### config.mk
export PLATFORM = sky130hd
export DESIGN_NAME = core_ifu
export DESIGN_NICKNAME = d
export VERILOG_FILES = /design/src/rtl/core_ifu.sv
export SDC_FILE = /design/constraint.sdc
export NUM_CORES = 1
export LEC_CHECK = 0
export ABC_AREA = 1
export BUFFER_PORTS_ARGS = -buffer_cell sky130_fd_sc_hd__buf_2
export CAP_MARGIN = 10
export CORE_ASPECT_RATIO = 0.8
export CORE_UTILIZATION = 54
export CTS_CLUSTER_DIAMETER = 120
export DETAILED_ROUTE_END_ITERATION = 10
export PLACE_DENSITY_LB_ADDON = 0.15
export SLEW_MARGIN = 5
export SYNTH_ARGS = -nofsm -noshare
export SYNTH_HDL_FRONTEND = slang
export SYNTH_SLANG_ARGS = --single-unit
### constraint.sdc
create_clock -name CLK -period 2.5 [get_ports CLK]
set_clock_uncertainty 0.2 [all_clocks]
set_input_delay 0.25 -clock CLK [delete_from_list [all_inputs] [get_ports CLK]]
set_output_delay 0.25 -clock CLK [all_outputs]
set_load 0.03 [all_outputs]
### src/rtl/core_ifu.sv
// core_ifu: RV32I fetch unit, one outstanding AR/R read; optional trap under IFU_MISALIGN_TRAP_EN.
// Latency: IF/ID valid 1 cycle after the R handshake; at best one instruction per 2 cycles.
// Backpressure: HCU_PC_WRITE=0 holds IF/ID and drops RREADY while IF/ID holds a live instruction.
module core_ifu #(
  parameter logic [31:0] RESET_PC  = 32'h0000_0000,
  parameter logic [31:0] NOP_INSTR = 32'h0000_0013
) (
  input  logic        CLK,
  input  logic        RST,
  input  logic        HCU_PC_WRITE,
  input  logic        C_TAKE_BRANCH,
  input  logic [31:0] BRANCH_TARGET,
  output logic        IMEM_ARVALID,
  input  logic        IMEM_ARREADY,
  output logic [31:0] IMEM_ARADDR,
  input  logic        IMEM_RVALID,
  output logic        IMEM_RREADY,
  input  logic [31:0] IMEM_RDATA,
  output logic        IFID_VALID,
  output logic [31:0] IFID_INSTR,
  output logic [31:0] IFID_PC
`ifdef IFU_MISALIGN_TRAP_EN
  ,
  output logic        IFU_MISALIGN
`endif
);

  typedef enum logic [1:0] {S_REQ, S_WAIT, S_DROP} state_t;

  state_t      state, state_nxt;
  logic [31:0] pc;
  logic [31:0] araddr;
  logic        kill;
  logic        run;
  logic        ar_ok;
  logic        ar_hs;
  logic        r_hs;
  logic        capture;

`ifdef IFU_MISALIGN_TRAP_EN
  logic misalign;
  assign ar_ok        = (araddr[1:0] == 2'b00);
  assign IFU_MISALIGN = misalign;
`else
  assign ar_ok = 1'b1;
`endif

  assign IMEM_ARADDR = araddr;
  assign ar_hs       = IMEM_ARVALID & IMEM_ARREADY;
  assign r_hs        = IMEM_RVALID & IMEM_RREADY;
  assign capture     = (state == S_WAIT) & r_hs & ~C_TAKE_BRANCH;

  always_ff @(posedge CLK) begin
    if (RST) state <= S_REQ;
    else     state <= state_nxt;
  end

  always_comb begin
    state_nxt = state;
    case (state)
      S_REQ: begin
        if (ar_hs) state_nxt = (kill | C_TAKE_BRANCH) ? S_DROP : S_WAIT;
      end
      S_WAIT: begin
        if (C_TAKE_BRANCH) state_nxt = IMEM_RVALID ? S_REQ : S_DROP;
        else if (r_hs)     state_nxt = S_REQ;
      end
      S_DROP: begin
        // A branch that coincides with the dropped beat must not wait for a second beat.
        if (IMEM_RVALID) state_nxt = S_REQ;
      end
      default: state_nxt = S_REQ;
    endcase
  end

  always_comb begin
    IMEM_ARVALID = 1'b0;
    IMEM_RREADY  = 1'b0;
    case (state)
      S_REQ:   IMEM_ARVALID = run & ar_ok;
      S_WAIT:  IMEM_RREADY  = HCU_PC_WRITE | ~IFID_VALID | C_TAKE_BRANCH;
      S_DROP:  IMEM_RREADY  = 1'b1;
      default: IMEM_RREADY  = 1'b0;
    endcase
  end

  always_ff @(posedge CLK) begin
    if (RST) begin
      pc         <= RESET_PC;
      araddr     <= RESET_PC;
      kill       <= 1'b0;
      run        <= 1'b0;
      IFID_VALID <= 1'b0;
      IFID_INSTR <= NOP_INSTR;
      IFID_PC    <= RESET_PC;
    end else begin
      run <= 1'b1;

      if (C_TAKE_BRANCH) pc <= BRANCH_TARGET;
      else if (capture)  pc <= araddr + 32'd4;

      case (state)
        S_REQ: begin
          // An address already on the bus must stay put; an unissued one can be redirected.
          if (ar_hs)              kill   <= 1'b0;
          else if (C_TAKE_BRANCH) begin
            if (IMEM_ARVALID)     kill   <= 1'b1;
            else                  araddr <= BRANCH_TARGET;
          end
        end
        S_WAIT: begin
          if (C_TAKE_BRANCH && IMEM_RVALID) araddr <= BRANCH_TARGET;
          else if (capture)                 araddr <= araddr + 32'd4;
        end
        S_DROP: begin
          if (IMEM_RVALID) begin
            kill   <= 1'b0;
            araddr <= C_TAKE_BRANCH ? BRANCH_TARGET : pc;
          end
        end
        default: kill <= 1'b0;
      endcase

      if (C_TAKE_BRANCH) begin
        IFID_VALID <= 1'b0;
        IFID_INSTR <= NOP_INSTR;
      end else if (capture) begin
        IFID_VALID <= 1'b1;
        IFID_INSTR <= IMEM_RDATA;
        IFID_PC    <= araddr;
      end else if (HCU_PC_WRITE) begin
        IFID_VALID <= 1'b0;
        IFID_INSTR <= NOP_INSTR;
      end
    end
  end

`ifdef IFU_MISALIGN_TRAP_EN
  always_ff @(posedge CLK) begin
    if (RST)
      misalign <= 1'b0;
    else if (C_TAKE_BRANCH && (BRANCH_TARGET[1:0] == 2'b00))
      misalign <= 1'b0;
    else if ((state == S_REQ) && run && !ar_ok)
      misalign <= 1'b1;
  end
`endif

endmodule
==> Word-level counts from Yosys, hierarchy flattened <==
Index checks and enable logic that the tools add are counted.
{ "word_totals": {"in_bits": 70, "output_inout_bits": 99, "ff_bits": 133, "elab_cells": 68} }
{ "op_classes": {"n_eq_ne": 11, "n_reduce_logical": 10, "bitwise_logic": 10, "n_mux": 28, "add_sub_neg": 1} }
{ "op_table": {"columns": ["cell", "n"], "rows": [
  ["two-way mux 32 bit", 10],
  ["case mux 32 bit (3 select lines)", 1],
  ["adder 32 x 3 -> 32 bit, second input constant", 1],
  ["two-way mux 2 bit", 6],
  ["inequality test 2 bit, second input constant", 5],
  ["inequality test 3 bit, second input constant", 3],
  ["two-way mux 1 bit", 8],
  ["case mux 2 bit (3 select lines)", 1],
  ["AND reduction 6 bit", 1],
  ["AND 1 bit", 4],
  ["AND reduction 4 bit", 1],
  ["nonzero test 2 bit", 2],
  ["inequality test 3 x 2 -> 1 bit, second input constant", 1],
  ["NOT 1 bit", 3],
  ["OR 1 bit", 3],
  ["case mux 1 bit (3 select lines)", 1],
  ["AND reduction 3 bit", 1],
  ["nonzero test 3 bit", 1],
  ["== test 2 x 1 -> 1 bit, second input constant", 1],
  ["== test 2 bit, second input constant", 1],
  ["logical NOT 2 bit", 1],
  ["case mux 1 bit (2 select lines)", 1],
  ["AND reduction 2 bit", 1],
  ["OR reduction 2 bit", 1],
  ["logical AND 1 bit", 1]
]} }

==> Longest topological paths before layout <==
Gate-level depths: netlist (run 1).
{ "depth": {"word_depth": 10, "ltp_mapped": 14, "mapped_depth_nobuf": 13} }

==> Least setup slack after synthesis (run 1) <==
Ideal clock, no wire load.
{ "synth_timing": {"path_kind": "flip-flop to flip-flop", "startpoint": "register state[0]", "endpoint": "register IFID_PC[22]", "n_path_buf": 2, "setup_time_ns": 0.118, "synth_period_minus_slack_ns": 2.209, "path_slack_ns": 0.291, "arrival_time_ns": 1.891, "path_stages_with_launch": 10, "required_time_ns": 2.182, "cell_sequence": "dfxtp_1 > inv_1 > ha_1 > nand3_1 > nand2_2 > nand2_4 > nor3_4 > buf_6 > buf_8 > a21oi_2"} }
{ "synth_via": {"elab_chain_len": 6, "elab_cells_between_ends": 7, "cone_classes": "eq/ne (2); mux (1); bitwise (3); reduce/logical (1)"} }
{ "synth_lines": {"columns": ["item", "line_no", "text"], "rows": [
  ["start, declared", "30", "state_t state, state_nxt;"],
  ["start signal, assigned", "55", "else state <= state_nxt;"],
  ["== test 2 bit / == test 2 x 1 -> 1 bit (equally long branches)", "79", "case (state)"],
  ["case mux 1 bit (2 select lines) (*)", "79", null],
  ["named net IMEM_RREADY", "17", "output logic IMEM_RREADY,"],
  ["AND 1 bit (*)", "50", "assign r_hs = IMEM_RVALID & IMEM_RREADY;"],
  ["AND 1 bit (*) (2 in a row)", "51", "assign capture = (state == S_WAIT) & r_hs & ~C_TAKE_BRANCH;"],
  ["AND reduction 2 bit (no source line) (*)", null, null],
  ["end signal, assigned", "130", "IFID_PC <= araddr;"],
  ["end, declared", "21", "output logic [31:0] IFID_PC"]
]} }
Mark *: on every way through the listed nets, which the timed path passes. The rest lies on a longest branch.
A chain may end at the register's enable or synchronous reset.

==> Worst setup path after layout (run 1) <==
{ "layout_timing": {"startpoint": "register state[0]", "endpoint": "register araddr[9] (netlist: IMEM_ARADDR[9])"} }
{ "layout_via": {"elab_chain_len": 7, "elab_cells_between_ends": 17, "cone_classes": "eq/ne (7); mux (3); bitwise (4); reduce/logical (3)"} }
{ "layout_lines": {"columns": ["item", "line_no", "text"], "rows": [
  ["== test 2 bit / == test 2 x 1 -> 1 bit (equally long branches)", "79, 102, 51", null],
  ["case mux 1 bit (2 select lines)", "79", null],
  ["AND 1 bit", "50", null],
  ["AND 1 bit (2 in a row)", "51", null],
  ["inequality test 3 x 2 -> 1 bit (no source line)", null, null],
  ["AND reduction 6 bit (no source line)", null, null],
  ["end signal, assigned", "113", "else if (capture) araddr <= araddr + 32'd4;"],
  ["end signal, assigned", "118", "araddr <= C_TAKE_BRANCH ? BRANCH_TARGET : pc;"],
  ["end, declared", "32", "logic [31:0] araddr;"]
]} }
Parallel ways exist; a longest one is shown, timed or not.

==> metrics.txt, run 1 <==
hold wc startpoint BRANCH_TARGET[20]; critical path class reg2reg; die area 13,510 um2; Worst-Skew Late Latency approximately 430 ps; area grow syn2layout 30.11%; Critical Path Fanout Max 14; final hold vios 0; Crit path max-delay family simple AND/OR/NAND/NOR gates; Syn Area/Cell 6.418 um2; first-pass GRT wire length 37.32 mm; vias in the first global route 7,196; Worst VDD drop 0.7265 mV; Distinct cells, synth 37; Post-synth EDFFs 0; H-tree levels 4; Routed Antenna Nets 0; placed cell count between 1,000 and 1,500; maxcap violations 0; port buffer count 168; Rel. slew slack 36.14%; Leakage Power 4.179 nW; Initial Utilization 56.68%; CTS tree built; Worst Tran Pin Value 956.9 ps; status complete, no violations; Post-Syn Nets 1,173; Critical Path Sink Type flop; IO Pins around 170; GRT Resource Usage Total between 30% and 40%; Yosys top cell by area dfxtp_1; chip height roughly 100 um; # setup viols final 0; reg2reg path depth 11; nets 1,375; 1st-pass router iterations 6; post-route clock period utilization just over 90%; CTS Root Cell clkbuf_16; R2R Path Start state[0]$_SDFFE_PP0P_; CP peak stage delay about 360 ps; core area between 10,000 and 15,000 um2; hold path depth 5; reg2reg setup slack 220 ps; worst hold path class in2reg; top_reg_cell synth dfxtp_1; share of the synthesized area in the top cell type 37.78%; FFs w/ async S/R, synth 0%; post-route non-filler standard cell count 1,484; fraction of layout cells with a size suffix above 1 about a fifth; Post-Syn Area 7047 um2; num rows 36; Ys Warns 0; Commonest cells post-synth nand2_1 (352), dfxtp_1 (133), a21oi_1 (128), nor2_1 (121), o21ai_0 (69); Antenna Cells 0; antenna violations before repair 0; Cells after Synth 1,098; DRC viols 0; clock sinks 133; final WL 23.58 mm; Die X 129.7 um; GRT overflow 0; Max Root-Sink Buffers 2; largest net degree at the start of global routing 72; data required time of the worst path 2620 ps; Post-Route Setup TNS 0 ps; drt first-iter violations approximately 900; Final HPWL DP around 16 mm; clk slew on worst S/H paths 60 ps; unrepaired setup endpoints after global routing no; Critical R2R Capture IMEM_ARADDR[9]$_SDFFE_PP0P_; post-synthesis register bit count 133; register area share after synthesis between 30% and 40%; PD cells 1016 nW/um2; crit path cell chain inv_1, ha_1, nand2_1, inv_1, nor2_1, o211ai_1, nor2_1, nand2_2, inv_2, nand3_1, and2_1; worst path arrival time 2400 ps; Startpoint Class flop; FMAX 0.4378 GHz; Hold EP pc[20]$_SDFFE_PP0P_; Via density 5.501; slowest library cell on the worst path dfxtp_1; top cells by area, synth dfxtp_1 (38%), nand2_1 (19%), a21oi_1 (9.1%), nor2_1 (6.4%), o21ai_0 (4.9%); total CTS buffers 17; Max Transition Viols Final 0; Bufs and invs on worst path 3; routability cong. about 1; Tmin final 2284 ps; Min Hold Slack roughly 11 ps; vias 8,163; most frequent cell after synthesis nand2_1; WL/cell 15.89 um
-- layer usage --
metal | vias to the layer above | part of all wire, % | GRT usage, %
li1 | 3944 | - | -
met1 | 3633 | 45 | 51.81
met2 | 527 | 41 | 49.69
met3 | 59 | 12 | 10.44
met4 | 0 | 2.4 | 11.63
met5 | - | 0 | 0
-- cell usage in the layout (no fill, tap or decap), types with 4 or more instances in the layout --
master,instances
xor2_1,12
nand2_2,6
nand3_1,63
nor2_1,121
buf_4,24
a21oi_2,11
o21a_1,11
bufinv_16,5
ha_1,5
o21ai_1,26
and2_1,4
o21ai_0,69
dlygate4sd3_1,49
a21oi_1,128
inv_1,66
clkbuf_16,17
nor3_1,6
buf_2,168
dfxtp_1,133
nand2_1,351
-- state kept, by name (all words and copies together) (netlist names) --
signal / cells
kill: 1
state: 2
run: 1
IFID_VALID: 1
pc: 32
IMEM_ARADDR: 32
IFID_INSTR: 32
IFID_PC: 32
-- through the flow --
stage	utilization (%)	setup slack (ps)	area, um2	power, mW
floorplan	-	290.8	7047	5.180
global placement	64.56	409.5	8026	6.323
detailed placement	64.56	272.6	8026	6.352
CTS	73.72	254.7	9165	9.186
global route	73.75	20.57	9169	9.785
finish	73.75	215.7	9169	9.312
-- tightest hold or removal path, delay by kind of cell --
kind | cells | cell delay [ps]
simple gates | 3 | 180
buf+inv | 1 | 100
compound gates | 1 | 70
-- repair_timing --
action | in CTS | in global routing
hold endpoints to repair | 54 | 0
setup buffers | 0 | 0
endpoints found under the setup margin | 0 | 2
gates resized for setup | 0 | 1
hold buffers | 49 | 0
-- report_power, final --
group	leakage, nW	switching [mW]	total [mW]	internal [mW]
Combinational	2.78	2.58	3.68	1.10
Sequential	1.09	0.416	2.85	2.44
Clock	0.309	0.981	2.77	1.79
-- how the worst max path moves through the flow --
stage                          startpoint                           to  slack (ps)  depth (start not counted)
finish              state[0]$_SDFFE_PP0P_  IMEM_ARADDR[9]$_SDFFE_PP0P_         220                         11
floorplan           state[0]$_SDFFE_PP0P_     IFID_PC[22]$_SDFFE_PP0P_         290                          9
detailed placement  state[1]$_SDFFE_PP0P_  IMEM_ARADDR[9]$_SDFFE_PP0P_         270                         12
global placement    state[0]$_SDFFE_PP0P_  IMEM_ARADDR[7]$_SDFFE_PP0P_         410                         11
global route        state[0]$_SDFFE_PP0P_  IMEM_ARADDR[9]$_SDFFE_PP0P_          20                         11
CTS                 state[1]$_SDFFE_PP0P_  IMEM_ARADDR[9]$_SDFFE_PP0P_         250                         12
-- cells by family (layout without fill, tap and decap cells) --
kind of cell | count (synthesis) | in the layout | synth area share (%)
and+or+nand+nor | 559 | 559 | 31.91
AOI/OAI and AO/OA | 255 | 255 | 19.39
DFF | 133 | 133 | 37.78
buffers and inverters | 132 | 347 | 8.292
xor gates and xnor gates | 14 | 14 | 1.740
adders and majority gates | 5 | 5 | 0.8878
-- cell type report --
class / instances / area [um2]
multi-input cells: 833 / 3806
fillers: 1045 / 3263
flip-flops and latches: 133 / 2663
clock inverters: 13 / 205.2
repair buffers: 244 / 1572
clock buffers: 19 / 442.9
inverters: 71 / 266.5
well taps: 171 / 214.0
(Power assumes the default switching activity.)
==> inputs of run 2 (changes only) <==
--- a/config.mk
+++ b/config.mk
@@ -9,10 +9,12 @@
 export BUFFER_PORTS_ARGS = -buffer_cell sky130_fd_sc_hd__buf_2
 export CAP_MARGIN = 10
 export CORE_ASPECT_RATIO = 0.8
+export CORE_MARGIN = 2
 export CORE_UTILIZATION = 54
 export CTS_CLUSTER_DIAMETER = 120
 export DETAILED_ROUTE_END_ITERATION = 10
 export PLACE_DENSITY_LB_ADDON = 0.15
+export RECOVER_POWER = 50
 export SLEW_MARGIN = 5
 export SYNTH_ARGS = -nofsm -noshare
 export SYNTH_HDL_FRONTEND = slang
==> run 2 against run 1 <==
Effect of this change: clock power fell by 8.7%; first-iteration DRC count rose by 21%; power fell by 3.4%; highest routed layer unchanged; sequential power barely moved; critical endpoint is now IMEM_ARADDR[6]$_SDFFE_PP0P_.
==> metrics.txt, run 2 (synthesized netlist as in run 1, its figures left out) <==
status complete, no violations; most frequent cells in the layout nand2_1 (351), dfxtp_1 (133), a21oi_1 (128); clk slew on worst S/H paths 60 ps; clock sinks 133; core area 12,820 um2; die area 13,990 um2; CP peak stage delay 750 ps; Critical Path Sink Type flop; chip height 106.2 um; Worst VDD drop 0.6793 mV; final hold vios 0; Tmin final roughly 2300 ps; CTS Root Cell clkbuf_16; Post-Route Setup TNS 0 ps; reg2reg path depth 8; Critical Path Fanout Max 32; H-tree levels 4; post-route design area about 8900 um2; total CTS buffers 17; critical path class in2reg; unrepaired setup endpoints after global routing no; routability cong. 1.005; Final Core Density 69.62%; post-route clock period utilization 93.15%; Leakage Power between 3 and 4 nW; IO Pins 169; data required time of the worst path 2600 ps; CTS tree built; worst setup path end IMEM_ARADDR[6]$_SDFFE_PP0P_; 1st-pass router iterations 8; antenna violations before repair 0; CP Launch Point RST; Place WS roughly 220 ps; vias in the first global route between 7,000 and 8,000; slowest library cell on the worst path clkinv_1; Initial Utilization 54.95%; R2R Path Start IMEM_ARADDR[2]$_SDFFE_PP0P_; Die X approximately 130 um; num rows 37; GRT Resource Usage Total 33.25%; largest net degree at the start of global routing 100; WL/cell 15.74 um; area grow syn2layout 26.69%; Critical R2R Capture pc[22]$_SDFFE_PP0P_; Max Transition Viols Final 0; Max Root-Sink Buffers 2; Antenna Cells 0; fraction of layout cells with a size suffix above 1 11.64%; port buffer count around 170; PD cells 1007 nW/um2; DRC viols 0; first-pass GRT wire length 37.19 mm; commonest non-fill, non-tap cell in the layout nand2_1; Fillers 1,180; Routed Antenna Nets 0; Worst Tran Pin Value 987.8 ps; Worst Setup Slack, final 171.3 ps; crit path cell chain clkbuf_1, clkinv_1, buf_4, o21ai_0, nor2_1; post-route non-filler standard cell count 1,481; Final HPWL DP 15.72 mm; Worst-Skew Late Latency ~420 ps; worst hold path class in2reg; maxcap violations 0; GRT overflow 0; placed cell count 1,406; drt first-iter violations around 1,100; FMAX 0.4294 GHz; placed inst area between 8000 and 9000 um2; # setup viols final 0; Startpoint Class input pin; Rel. slew slack 34.14%; Via density 5.363; vias 7,943; Post-CTS Setup Inserts 0; final WL 23.30 mm; worst path arrival time 2430 ps; nets 1,368; reg2reg setup slack about 200 ps
==> run 2: cell count changes in the layout (fill, tap and decap cells not counted), moves of 3 or more <==
cell           before  now
clkbuf_1            1  101
bufinv_16           5    2
clkinvlp_4          3    7
buf_4              24   18
buf_2             168   69
clkinv_2            3    0
inv_6               0    3
dlygate4sd3_1      49   43
==> run 2: power by group <==
group / switching, mW / total (mW) / leakage, nW / internal [mW]
sequential: 0.408 / 2.85 / 1.09 / 2.44
combinational: 2.59 / 3.61 / 2.35 / 1.02
clock: 1.03 / 2.53 / 0.265 / 1.50
==> run 2: timing repair <==
item                                   4_1_cts  5_1_grt
gates resized for setup                      0        1
setup endpoints to repair                    0        1
hold buffers                                43        0
endpoints found under the hold margin       42        0
==> run 2: critical path, delay by kind of cell <==
family	cells	cell delay, ps
AOI/OAI and AO/OA	1	170
buffers and inverters	3	1930
and+or+nand+nor	1	60
==> run 2: per-layer routing <==
metal	global-route usage, %	wire [um]
met1	49.51	10960
met2	48.20	9571
met3	8.822	2467
met4	6.677	306
met5	0	0
==> run 2: cell type report <==
cell class	count	area, um2	area share [%]
Clock buffer	19	442.9	4.961
Multi-Input combinational cell	833	3805	42.62
Timing Repair Buffer	237	1384	15.50
Tap cell	175	219.0	2.453
Clock inverter	13	147.6	1.654
Sequential cell	133	2663	29.82
Inverter	71	266.5	2.985
==> run 2: worst min path at each step <==
stage	start	to	cells after the start
after floorplan	IMEM_RDATA[30]	IFID_INSTR[30]$_SDFFE_PP0P_	2
after global placement	IFID_PC[0]$_SDFFE_PP0P_	IFID_PC[0]$_SDFFE_PP0P_	2
after detailed placement	IFID_PC[3]$_SDFFE_PP0P_	IFID_PC[3]$_SDFFE_PP0P_	2
after CTS	BRANCH_TARGET[28]	pc[28]$_SDFFE_PP0P_	4
after global routing	BRANCH_TARGET[19]	IMEM_ARADDR[19]$_SDFFE_PP0P_	5
final	BRANCH_TARGET[17]	pc[17]$_SDFFE_PP0P_	5
==> run 2: per-stage QoR <==
stage / total power [mW] / hold WS, ps
floorplan: 5.180 / 197.2
global placement: 6.341 / 250.9
detailed placement: 6.347 / 257.4
CTS: 8.945 / 1.200
global route: 9.468 / 11.12
finish: 8.991 / 7.245
